`src/rtl/mult_scheduler_pkg.sv`:
```
// rtl/mult_scheduler_pkg.sv - shared constants and FSM state type for the multiplier scheduler
package mult_scheduler_pkg;

    localparam int DEF_WIDTH = 192;
    localparam int DEF_N_REQ = 4;

    typedef enum logic [1:0] {
        ST_IDLE = 2'd0,
        ST_RUN  = 2'd1,
        ST_DONE = 2'd2
    } state_t;

endpackage

```
`src/rtl/shiftadd_core.sv`:
```
// rtl/shiftadd_core.sv - bit-serial shift-add multiplier datapath
//
// Ports:
//   clk, rst   clock and synchronous active-low reset (clears acc and count)
//   start      load a_in/b_in, clear accumulator and bit counter
//   step       process one multiplier bit (ignored while start is high)
//   a_in, b_in operands sampled on start
//   last       the bit being processed this cycle is the final one
//   sum        accumulator value including the bit processed this cycle
module shiftadd_core
    import mult_scheduler_pkg::*;
#(
    parameter int WIDTH = DEF_WIDTH
) (
    input  logic               clk,
    input  logic               rst,
    input  logic               start,
    input  logic               step,
    input  logic [WIDTH-1:0]   a_in,
    input  logic [WIDTH-1:0]   b_in,
    output logic               last,
    output logic [2*WIDTH-1:0] sum
);

    localparam int CW = $clog2(WIDTH + 1);

    // a is kept pre-shifted by count and b is shifted down so that bit 0 is
    // always the current multiplier bit; this avoids a variable shifter.
    logic [2*WIDTH-1:0] a_sh_q, a_sh_d;
    logic [WIDTH-1:0]   b_sh_q, b_sh_d;
    logic [2*WIDTH-1:0] acc_q, acc_d;
    logic [CW-1:0]      count_q, count_d;
    logic [2*WIDTH-1:0] addend;

    always_comb begin
        addend  = b_sh_q[0] ? a_sh_q : '0;
        sum     = acc_q + addend;
        last    = (count_q == CW'(WIDTH - 1));
        a_sh_d  = a_sh_q;
        b_sh_d  = b_sh_q;
        acc_d   = acc_q;
        count_d = count_q;
        if (start) begin
            a_sh_d  = {{WIDTH{1'b0}}, a_in};
            b_sh_d  = b_in;
            acc_d   = '0;
            count_d = '0;
        end else if (step) begin
            a_sh_d  = a_sh_q << 1;
            b_sh_d  = b_sh_q >> 1;
            acc_d   = sum;
            count_d = count_q + CW'(1);
        end
    end

    always_ff @(posedge clk) begin
        if (!rst) begin
            acc_q   <= '0;
            count_q <= '0;
        end else begin
            acc_q   <= acc_d;
            count_q <= count_d;
        end
    end

    always_ff @(posedge clk) begin
        a_sh_q <= a_sh_d;
        b_sh_q <= b_sh_d;
    end

endmodule

```
`src/rtl/mult_scheduler.sv`:
```
// rtl/mult_scheduler.sv - round-robin arbiter sharing one shift-add multiplier among requesters
//
// Ports:
//   clk, rst    clock and synchronous active-low reset
//   req_valid   per-requester request
//   req_ready   per-requester grant, one-hot or zero, only in IDLE
//   req_a/req_b packed operands, slice i belongs to requester i
//   rsp_valid   product available, held until rsp_ready
//   rsp_ready   consumer accepts product
//   rsp_id      requester that owns rsp_c
//   rsp_c       unsigned product
//   busy        operation in progress or response pending
module mult_scheduler
    import mult_scheduler_pkg::*;
#(
    parameter int WIDTH = DEF_WIDTH,
    parameter int N_REQ = DEF_N_REQ,
    parameter int IDW   = $clog2(N_REQ)
) (
    input  logic                     clk,
    input  logic                     rst,
    input  logic [N_REQ-1:0]         req_valid,
    output logic [N_REQ-1:0]         req_ready,
    input  logic [N_REQ*WIDTH-1:0]   req_a,
    input  logic [N_REQ*WIDTH-1:0]   req_b,
    output logic                     rsp_valid,
    input  logic                     rsp_ready,
    output logic [IDW-1:0]           rsp_id,
    output logic [2*WIDTH-1:0]       rsp_c,
    output logic                     busy
);

    state_t             state_q, state_d;
    logic [IDW-1:0]     rr_q, rr_d;
    logic               rsp_valid_q, rsp_valid_d;
    logic [IDW-1:0]     rsp_id_q, rsp_id_d;
    logic [2*WIDTH-1:0] rsp_c_q, rsp_c_d;

    logic [N_REQ-1:0]   grant_oh;
    logic [IDW-1:0]     grant_id;
    logic               found;
    int                 scan_idx;
    logic               hs;
    logic [WIDTH-1:0]   a_sel, b_sel;
    logic               core_start, core_step, core_last;
    logic [2*WIDTH-1:0] core_sum;

    // Round-robin scan starting at rr; only indices 0..N_REQ-1 are visited,
    // so unused id encodings can never win.
    always_comb begin
        grant_oh = '0;
        grant_id = '0;
        found    = 1'b0;
        scan_idx = 0;
        for (int k = 0; k < N_REQ; k++) begin
            scan_idx = int'(rr_q) + k;
            if (scan_idx >= N_REQ) begin
                scan_idx = scan_idx - N_REQ;
            end
            if (!found && req_valid[scan_idx]) begin
                found              = 1'b1;
                grant_id           = IDW'(scan_idx);
                grant_oh[scan_idx] = 1'b1;
            end
        end
    end

    assign req_ready = (rst && state_q == ST_IDLE) ? grant_oh : '0;
    assign hs        = |(req_valid & req_ready);
    assign a_sel     = req_a[int'(grant_id)*WIDTH +: WIDTH];
    assign b_sel     = req_b[int'(grant_id)*WIDTH +: WIDTH];

    always_comb begin
        state_d     = state_q;
        rr_d        = rr_q;
        rsp_valid_d = rsp_valid_q;
        rsp_id_d    = rsp_id_q;
        rsp_c_d     = rsp_c_q;
        core_start  = 1'b0;
        core_step   = 1'b0;
        case (state_q)
            ST_IDLE: begin
                if (hs) begin
                    core_start = 1'b1;
                    rsp_id_d   = grant_id;
                    rr_d       = (int'(grant_id) == N_REQ - 1) ? '0 : grant_id + IDW'(1);
                    // A zero operand needs no iterations: answer next cycle.
                    if (a_sel == '0 || b_sel == '0) begin
                        state_d     = ST_DONE;
                        rsp_valid_d = 1'b1;
                        rsp_c_d     = '0;
                    end else begin
                        state_d = ST_RUN;
                    end
                end
            end
            ST_RUN: begin
                core_step = 1'b1;
                if (core_last) begin
                    state_d     = ST_DONE;
                    rsp_valid_d = 1'b1;
                    rsp_c_d     = core_sum;
                end
            end
            ST_DONE: begin
                if (rsp_ready) begin
                    state_d     = ST_IDLE;
                    rsp_valid_d = 1'b0;
                end
            end
            default: begin
                state_d     = ST_IDLE;
                rsp_valid_d = 1'b0;
            end
        endcase
    end

    always_ff @(posedge clk) begin
        if (!rst) begin
            state_q     <= ST_IDLE;
            rr_q        <= '0;
            rsp_valid_q <= 1'b0;
            rsp_id_q    <= '0;
            rsp_c_q     <= '0;
        end else begin
            state_q     <= state_d;
            rr_q        <= rr_d;
            rsp_valid_q <= rsp_valid_d;
            rsp_id_q    <= rsp_id_d;
            rsp_c_q     <= rsp_c_d;
        end
    end

    assign rsp_valid = rsp_valid_q;
    assign rsp_id    = rsp_id_q;
    assign rsp_c     = rsp_c_q;
    assign busy      = (state_q != ST_IDLE);

    shiftadd_core #(
        .WIDTH (WIDTH)
    ) u_core (
        .clk   (clk),
        .rst   (rst),
        .start (core_start),
        .step  (core_step),
        .a_in  (a_sel),
        .b_in  (b_sel),
        .last  (core_last),
        .sum   (core_sum)
    );

endmodule
```
`config.mk`:
```
export PLATFORM = sky130hd
export DESIGN_NAME = mult_scheduler
export DESIGN_NICKNAME = d
export VERILOG_FILES = /design/src/rtl/mult_scheduler_pkg.sv /design/src/rtl/shiftadd_core.sv /design/src/rtl/mult_scheduler.sv
export SDC_FILE = /design/constraint.sdc
export NUM_CORES = 2
export LEC_CHECK = 0
export CAP_MARGIN = 25
export CORE_AREA = 2 2 765 767
export CTS_BUF_LIST = sky130_fd_sc_hd__clkbuf_4
export DETAILED_ROUTE_END_ITERATION = 10
export DIE_AREA = 0 0 767 769
export DONT_BUFFER_PORTS = 1
export PLACE_DENSITY = 0.38
export SETUP_SLACK_MARGIN = 0.4
export SYNTH_ARGS = -nofsm -noshare
export SYNTH_HDL_FRONTEND = slang
export SYNTH_SLANG_ARGS = --single-unit
```
`constraint.sdc`:
```
create_clock -name clk -period 19.85 [get_ports clk]
set_input_delay 3.97 -clock clk [delete_from_list [all_inputs] [get_ports clk]]
set_output_delay 3.97 -clock clk [all_outputs]
set_load 0.1 [all_outputs]
```
Word level (Yosys, flattened, before mapping)
Index checks and enable logic that the tools add are counted.
{"block": "op_classes", "eq_ne": 8, "n_lt_le_gt_ge": 12, "add_sub_neg": 10, "shifts": 2, "bitwise_logic": 5, "mul": 1, "n_reduce_logical": 24, "muxes": 59}
{"cell": "$mux 384", "count": 4}
{"cell": "$mux 192", "count": 4}
{"cell": "$pmux 384 s2", "count": 1}
{"cell": "$shiftx 768x11->192", "count": 1}
{"cell": "$shiftx 768x32->192", "count": 1}
{"cell": "$add 384x384->384", "count": 1}
{"cell": "$logic_not 192->1", "count": 2}
{"cell": "$ge 32x1->1 const B", "count": 4}
{"cell": "$lt 32x4->1 const B", "count": 4}
{"cell": "$mux 32", "count": 4}
{"cell": "$mux 1", "count": 22}
{"cell": "$mux 4", "count": 5}
{"cell": "$mux 2", "count": 9}
{"cell": "$or 4x4->4", "count": 3}
{"cell": "$sub 3x3->4 const B", "count": 3}
{"cell": "$ge 3x3->1 const B", "count": 3}
{"cell": "$add 8x1->8 const B", "count": 1}
{"cell": "$bmux 1 s2", "count": 4}
{"cell": "$demux 1 s2", "count": 4}
{"cell": "$eq 8x8->1 const B", "count": 1}
{"cell": "$logic_and 1x1->1", "count": 8}
{"cell": "$reduce_and 4->1", "count": 2}
{"cell": "$add 2x2->3 const B", "count": 2}
{"cell": "$ne 2x2->1 const B", "count": 3}
{"cell": "20 further kinds", "count": 25}
{"block": "word_totals", "inputBits": 1543, "output_inout_bits": 392, "elab_cells": 131, "regBits": 1359}

Longest topological paths before layout
{"block": "logic_depth", "ltp_word": 22, "mapped_depth": 28, "mapped_depth_nobuf": 20}

Cells and area by module
A second synthesis with hierarchy kept.
{"block": "unflattened", "cells_unflattened": 14044, "hier_area_um2": 108698.0}
{"mod": "shiftadd_core", "seq_area_each_um2": 23222.3, "n_inst": 1, "area_each_um2": 70181.1, "cells_each": 8306}
{"mod": "mult_scheduler", "seq_area_each_um2": 7827.5, "n_inst": 1, "area_each_um2": 38516.9, "cells_each": 5738}

Worst setup path before layout
OpenSTA, ideal clock, no wires.
{"block": "synth_path", "path_type": "input to register", "start": "input req_valid[2]", "end": "register u_core.a_sh_q[0], enable pin", "required_ns": 19.086, "arrival_ns": 15.538, "n_path_buf": 3, "setup_time_ns": 0.764, "path_stages": 11, "slack_ns": 3.547, "cell_sequence": "mux4_2 > nor2_1 > and4_1 > nand2_1 > a21oi_1 > a22o_1 > a221oi_1 > clkbuf_1 > clkbuf_1 > clkbuf_1 > nand2_1"}
{"block": "synth_between", "elab_chain_cells": 19, "elab_cells_between_ends": 34, "classes_between": "mux (22); bitwise (4); reduce/logical (8)"}
{"item": "start: declaration", "line_no": "mult_scheduler.sv:22", "rtl": "input logic [N_REQ-1:0] req_valid,"}
{"item": "$bmux 1 s2", "line_no": "mult_scheduler.sv:60", "rtl": "if (!found && req_valid[scan_idx]) begin"}
{"item": "$mux 1 (not written as such) (2 in series)", "line_no": "mult_scheduler.sv:60"}
{"item": "$mux 1", "line_no": "mult_scheduler.sv:60"}
{"item": "$logic_not 1->1", "line_no": "mult_scheduler.sv:60"}
{"item": "$logic_and 1x1->1", "line_no": "mult_scheduler.sv:60"}
{"item": "$mux 1", "line_no": "mult_scheduler.sv:60"}
{"item": "$logic_not 1->1", "line_no": "mult_scheduler.sv:60"}
{"item": "$logic_and 1x1->1", "line_no": "mult_scheduler.sv:60"}
{"item": "[... 3 more ...]"}
{"item": "$mux 4 (*)", "line_no": "mult_scheduler.sv:60"}
{"item": "$mux 4 (*)", "line_no": "mult_scheduler.sv:68", "rtl": "assign req_ready = (rst && state_q == ST_IDLE) ? grant_oh : '0;"}
{"item": "named net req_ready[0]", "line_no": "mult_scheduler.sv:23", "rtl": "output logic [N_REQ-1:0] req_ready,"}
{"item": "$and 4x4->4 (*)", "line_no": "mult_scheduler.sv:69", "rtl": "assign hs = |(req_valid & req_ready);"}
{"item": "$reduce_or 4->1 (*)", "line_no": "mult_scheduler.sv:69"}
{"item": "$mux 1 (*)", "line_no": "mult_scheduler.sv:83", "rtl": "if (hs) begin"}
{"item": "$mux 1 (*)", "line_no": "mult_scheduler.sv:81", "rtl": "case (state_q)"}
{"item": "$reduce_bool 2->1 (no source line) (*)"}
{"item": "end signal: assignment", "line_no": "shiftadd_core.sv:67", "rtl": "a_sh_q <= a_sh_d;"}
{"item": "end: declaration", "line_no": "shiftadd_core.sv:29", "rtl": "logic [2*WIDTH-1:0] a_sh_q, a_sh_d;"}
The timed path passes the listed nets; every way through them passes the cells marked *. The select of a mux whose other input is x is not followed.
A chain may end at the register's enable or synchronous reset.

Worst setup path in the final report
{"block": "layout_path", "start": "input req_valid[3]", "end": "register rsp_c_q[1] (netlist: rsp_c[1])"}
{"block": "layout_between", "elab_chain_cells": 19, "elab_cells_between_ends": 44, "classes_between": "mul (1); eq/ne (2); shift (2); mux (24); bitwise (4); reduce/logical (11)"}
{"item": "$bmux 1 s2", "line_no": "mult_scheduler.sv:60"}
{"item": "$mux 1 (not written as such) (2 in series)", "line_no": "mult_scheduler.sv:60"}
{"item": "$mux 1", "line_no": "mult_scheduler.sv:60"}
{"item": "$logic_not 1->1", "line_no": "mult_scheduler.sv:60"}
{"item": "$logic_and 1x1->1", "line_no": "mult_scheduler.sv:60"}
{"item": "$mux 1", "line_no": "mult_scheduler.sv:60"}
{"item": "$logic_not 1->1", "line_no": "mult_scheduler.sv:60"}
{"item": "$logic_and 1x1->1", "line_no": "mult_scheduler.sv:60"}
{"item": "[... 2 more ...]"}
{"item": "$logic_and 1x1->1", "line_no": "mult_scheduler.sv:60"}
{"item": "$mux 2", "line_no": "mult_scheduler.sv:60"}
{"item": "$mul 2x2->4", "line_no": "mult_scheduler.sv:70, mult_scheduler.sv:71"}
{"item": "$shiftx 768x32->192 or $shiftx 768x11->192 (tied branches)", "line_no": "mult_scheduler.sv:70, mult_scheduler.sv:71"}
{"item": "$logic_not 192->1", "line_no": "mult_scheduler.sv:88", "rtl": "if (a_sel == '0 || b_sel == '0) begin"}
{"item": "$logic_or 1x1->1", "line_no": "mult_scheduler.sv:88"}
{"item": "$ne 2x1->1 (no source line)"}
{"item": "$reduce_and 4->1 (no source line) (*)"}
{"item": "end signal: assignment", "line_no": "mult_scheduler.sv:130", "rtl": "rsp_c_q <= rsp_c_d;"}
{"item": "end: declaration", "line_no": "mult_scheduler.sv:37", "rtl": "logic [2*WIDTH-1:0] rsp_c_q, rsp_c_d;"}
Every way passes the cells marked *; elsewhere a longest branch is shown, timed or not. The select of a mux whose other input is x is not followed.

==> qor.csv <==
metric,value,unit
dp_hpwl,912,mm
finalWirelength,1030,mm
max-slew-margin-rel,0.189,
die_x,767,um
routabilityCongestion,1.10,
synth_top_family_by_area,simple AND/OR/NAND/NOR gates,
synth_fa_ha_area_frac,0.0515,
r2r_setup_slack,9750,ps
violations,antenna rules,
routedWlPerCell,47.7,um
total_power,13.9,mW
syn_avg_cell_area,7.74,um^2
synth_edf_count,384,
cts_tree,yes,
start_util,0.163,
dieHeight,769,um
synth_cells,12200,
nNetsFinal,14300,
final_util,0.196,
grt_max_degree,195,
worstSkewPairLatency,1730,ps
drv_slew,0,
port_buffers,0,
numCtsBuffers,431,
pin_count,1935,
placedCellCount,19700,
cap_violations,0,
r2r-end,rsp_c[1],
grt_antenna_before_repair,822,
postCtsSetupBuffers,0,
reg2reg_depth,22,
ant_nets,5,
vdd_drop_max,0.125,mV
ys_seq_area_frac,0.328,
mostFrequentLayoutCell,nand2_1,
r2r-start,rr_q[0],
vias,110000,
grt_pass1_wl,1240,mm
firstDrtPassIters,6,
p_leak,38.4,nW
hold_buffers,0,
yosysTopAreaCell,dfxtp_1,
core,581000,um^2
ys_warn_count,0,
cts.repair.resized,0,
fmax,93.0,MHz
crit_path_end,rsp_c[1],
final_cells,21600,
drc_errors,0,
root_buffer,clkbuf_4,
cp-end-kind,register,
crit_required,21290,ps
dieArea,590000,um^2
path_clk_slew,60,ps
fin_worst_skew,260,ps
p_per_area,122,nW/um^2
via_per_inst,5.09,
htreeDepth,5,
grt_pass1_vias,99600,
synthTopCellsByArea,"dfxtp_1 21%, nand2_1 12%, edfxtp_1 12%",
drive_above_1_share,0.126,
critPathLaunch,req_valid[3],
rows,280,
synth-xor-area-share,0.0352,
final_cell_mix,"3083 x nand2_1, 1603 x a21oi_1, 967 x dfxtp_1",
tightest_slew,1210,ps
clk_path_buf_depth,4,
min_period,10760,ps
status,finished with violations,
ys_ff_latch,1359,
synth_mux_area_frac,0.0906,
cts_sinks,1359,
cp-start-kind,input port,
crit_fanout,157,
synth_compound_gate_area_share,0.186,
cp.arrival,12200,ps
final_hold_viol_count,0,
synth.distinct_cells,81,
fillers,66500,
yosysTopAreaCellShare,0.206,
drtIter0Drc,13500,
fin_setup_tns,0,ps
yosys.area_share.simple,0.270,
crit_type,in2reg,
track_usage,0.333,
overflow,0,
synthToLayoutAreaGrowth,20.3,%
synth_nets,14200,
synth_flop_cell,dfxtp_1,
rsz0062_at_grt,no,
async_flop_share,0,
hp-class,reg2reg,
synthesis.area,94700,um^2
post-route-period-util,0.542,
final-setup-viol-count,0,
-- sequential cells by signal (all words and copies together) (netlist names) --
| register | flops |
|---|---|
| rr_q | 2 |
| rsp_c | 384 |
| rsp_id | 2 |
| rsp_valid | 1 |
| state_q | 2 |
| u_core.a_sh_q | 384 |
| u_core.acc_q | 384 |
| u_core.b_sh_q | 192 |
| u_core.count_q | 8 |
-- stage by stage --
stage	hold WS (ps)	instance area (um^2)	setup WS, ps
after floorplan	436	94700	3550
after global placement	439	105000	7900
after detailed placement	446	105000	7780
after CTS	239	111000	9480
after global routing	324	113000	9160
final	300	114000	9090
-- cell families after synthesis --
kind of cell | after synthesis
simple gates | 5700
buf+inv | 936
compound gates | 3066
xor+xnor | 381
mux | 413
flops | 1359
fa+ha+maj | 389
-- per-layer routing --
layer  global-route usage  vias to the layer above  wire (um)
met1                0.335                    54500     335000
met5              0.00146                        -       2180
met3                0.144                     2445     126000
li1                     -                    46000          -
met4                0.279                      214      97600
met2                0.533                     6782     471000
-- Yosys cell counts, drive strengths merged, types with 30 or more instances --
library cell,count
a21oi,1607
nor4,374
a21boi,33
o21bai,139
o21ai,674
mux2i,54
xor2,144
nand2,3085
nor3,171
buf,126
dfxtp,975
a21o,122
nand4,349
and4,32
edfxtp,384
a31oi,61
o31ai,43
and2,433
xnor2,237
inv,170
nor2,754
nand2b,31
clkbuf,640
nand3,321
o21a,61
ha,388
a22o,83
a211oi,33
mux4,355
or4,30
-- area by class of cell --
class / instances / area [um^2] / share of cell area
clock buffer: 627 / 4710 / 0.0413
sequential: 1359 / 31100 / 0.273
inverter: 170 / 648 / 0.00569
clock inverter: 136 / 816 / 0.00716
tap: 7755 / 9700 / 0.0852
antenna: 1197 / 3000 / 0.0263
timing repair buffer: 420 / 3450 / 0.0303
multi-input combinational: 9949 / 60500 / 0.531
-- critical path, stage by stage --
cell,delay (ps)
mux2_2,270
mux2i_1,470
and4_1,370
nand2b_1,160
o31ai_4,120
buf_4,490
buf_4,630
buf_4,800
mux2i_1,480
nand4_1,200
mux2i_1,310
nand4_1,130
or4_1,670
o211a_1,570
nand2b_4,570
buf_4,550
buf_12,310
nor3_1,360
a21oi_1,70
nor2_1,120
-- power by group --
group / total (mW) / internal (mW) / leakage [nW] / switching (mW)
clock network: 3.09 / 1.53 / 3.29 / 1.56
logic: 6.75 / 1.81 / 23.5 / 4.94
registers: 4.05 / 3.69 / 11.6 / 0.359
total: 13.9 / 7.03 / 38.4 / 6.86
-- worst min path at each step --
stage,startpoint,to,depth (start not counted)
floorplan,u_core.acc_q[375],u_core.acc_q[375],2
global placement,rsp_c[161],rsp_c[161],2
detailed placement,rsp_c[349],rsp_c[349],2
CTS,u_core.a_sh_q[360],u_core.a_sh_q[361],2
global route,u_core.a_sh_q[360],u_core.a_sh_q[361],2
finish,u_core.a_sh_q[360],u_core.a_sh_q[361],2
No activity file was read; power rests on OpenSTA's default activity.
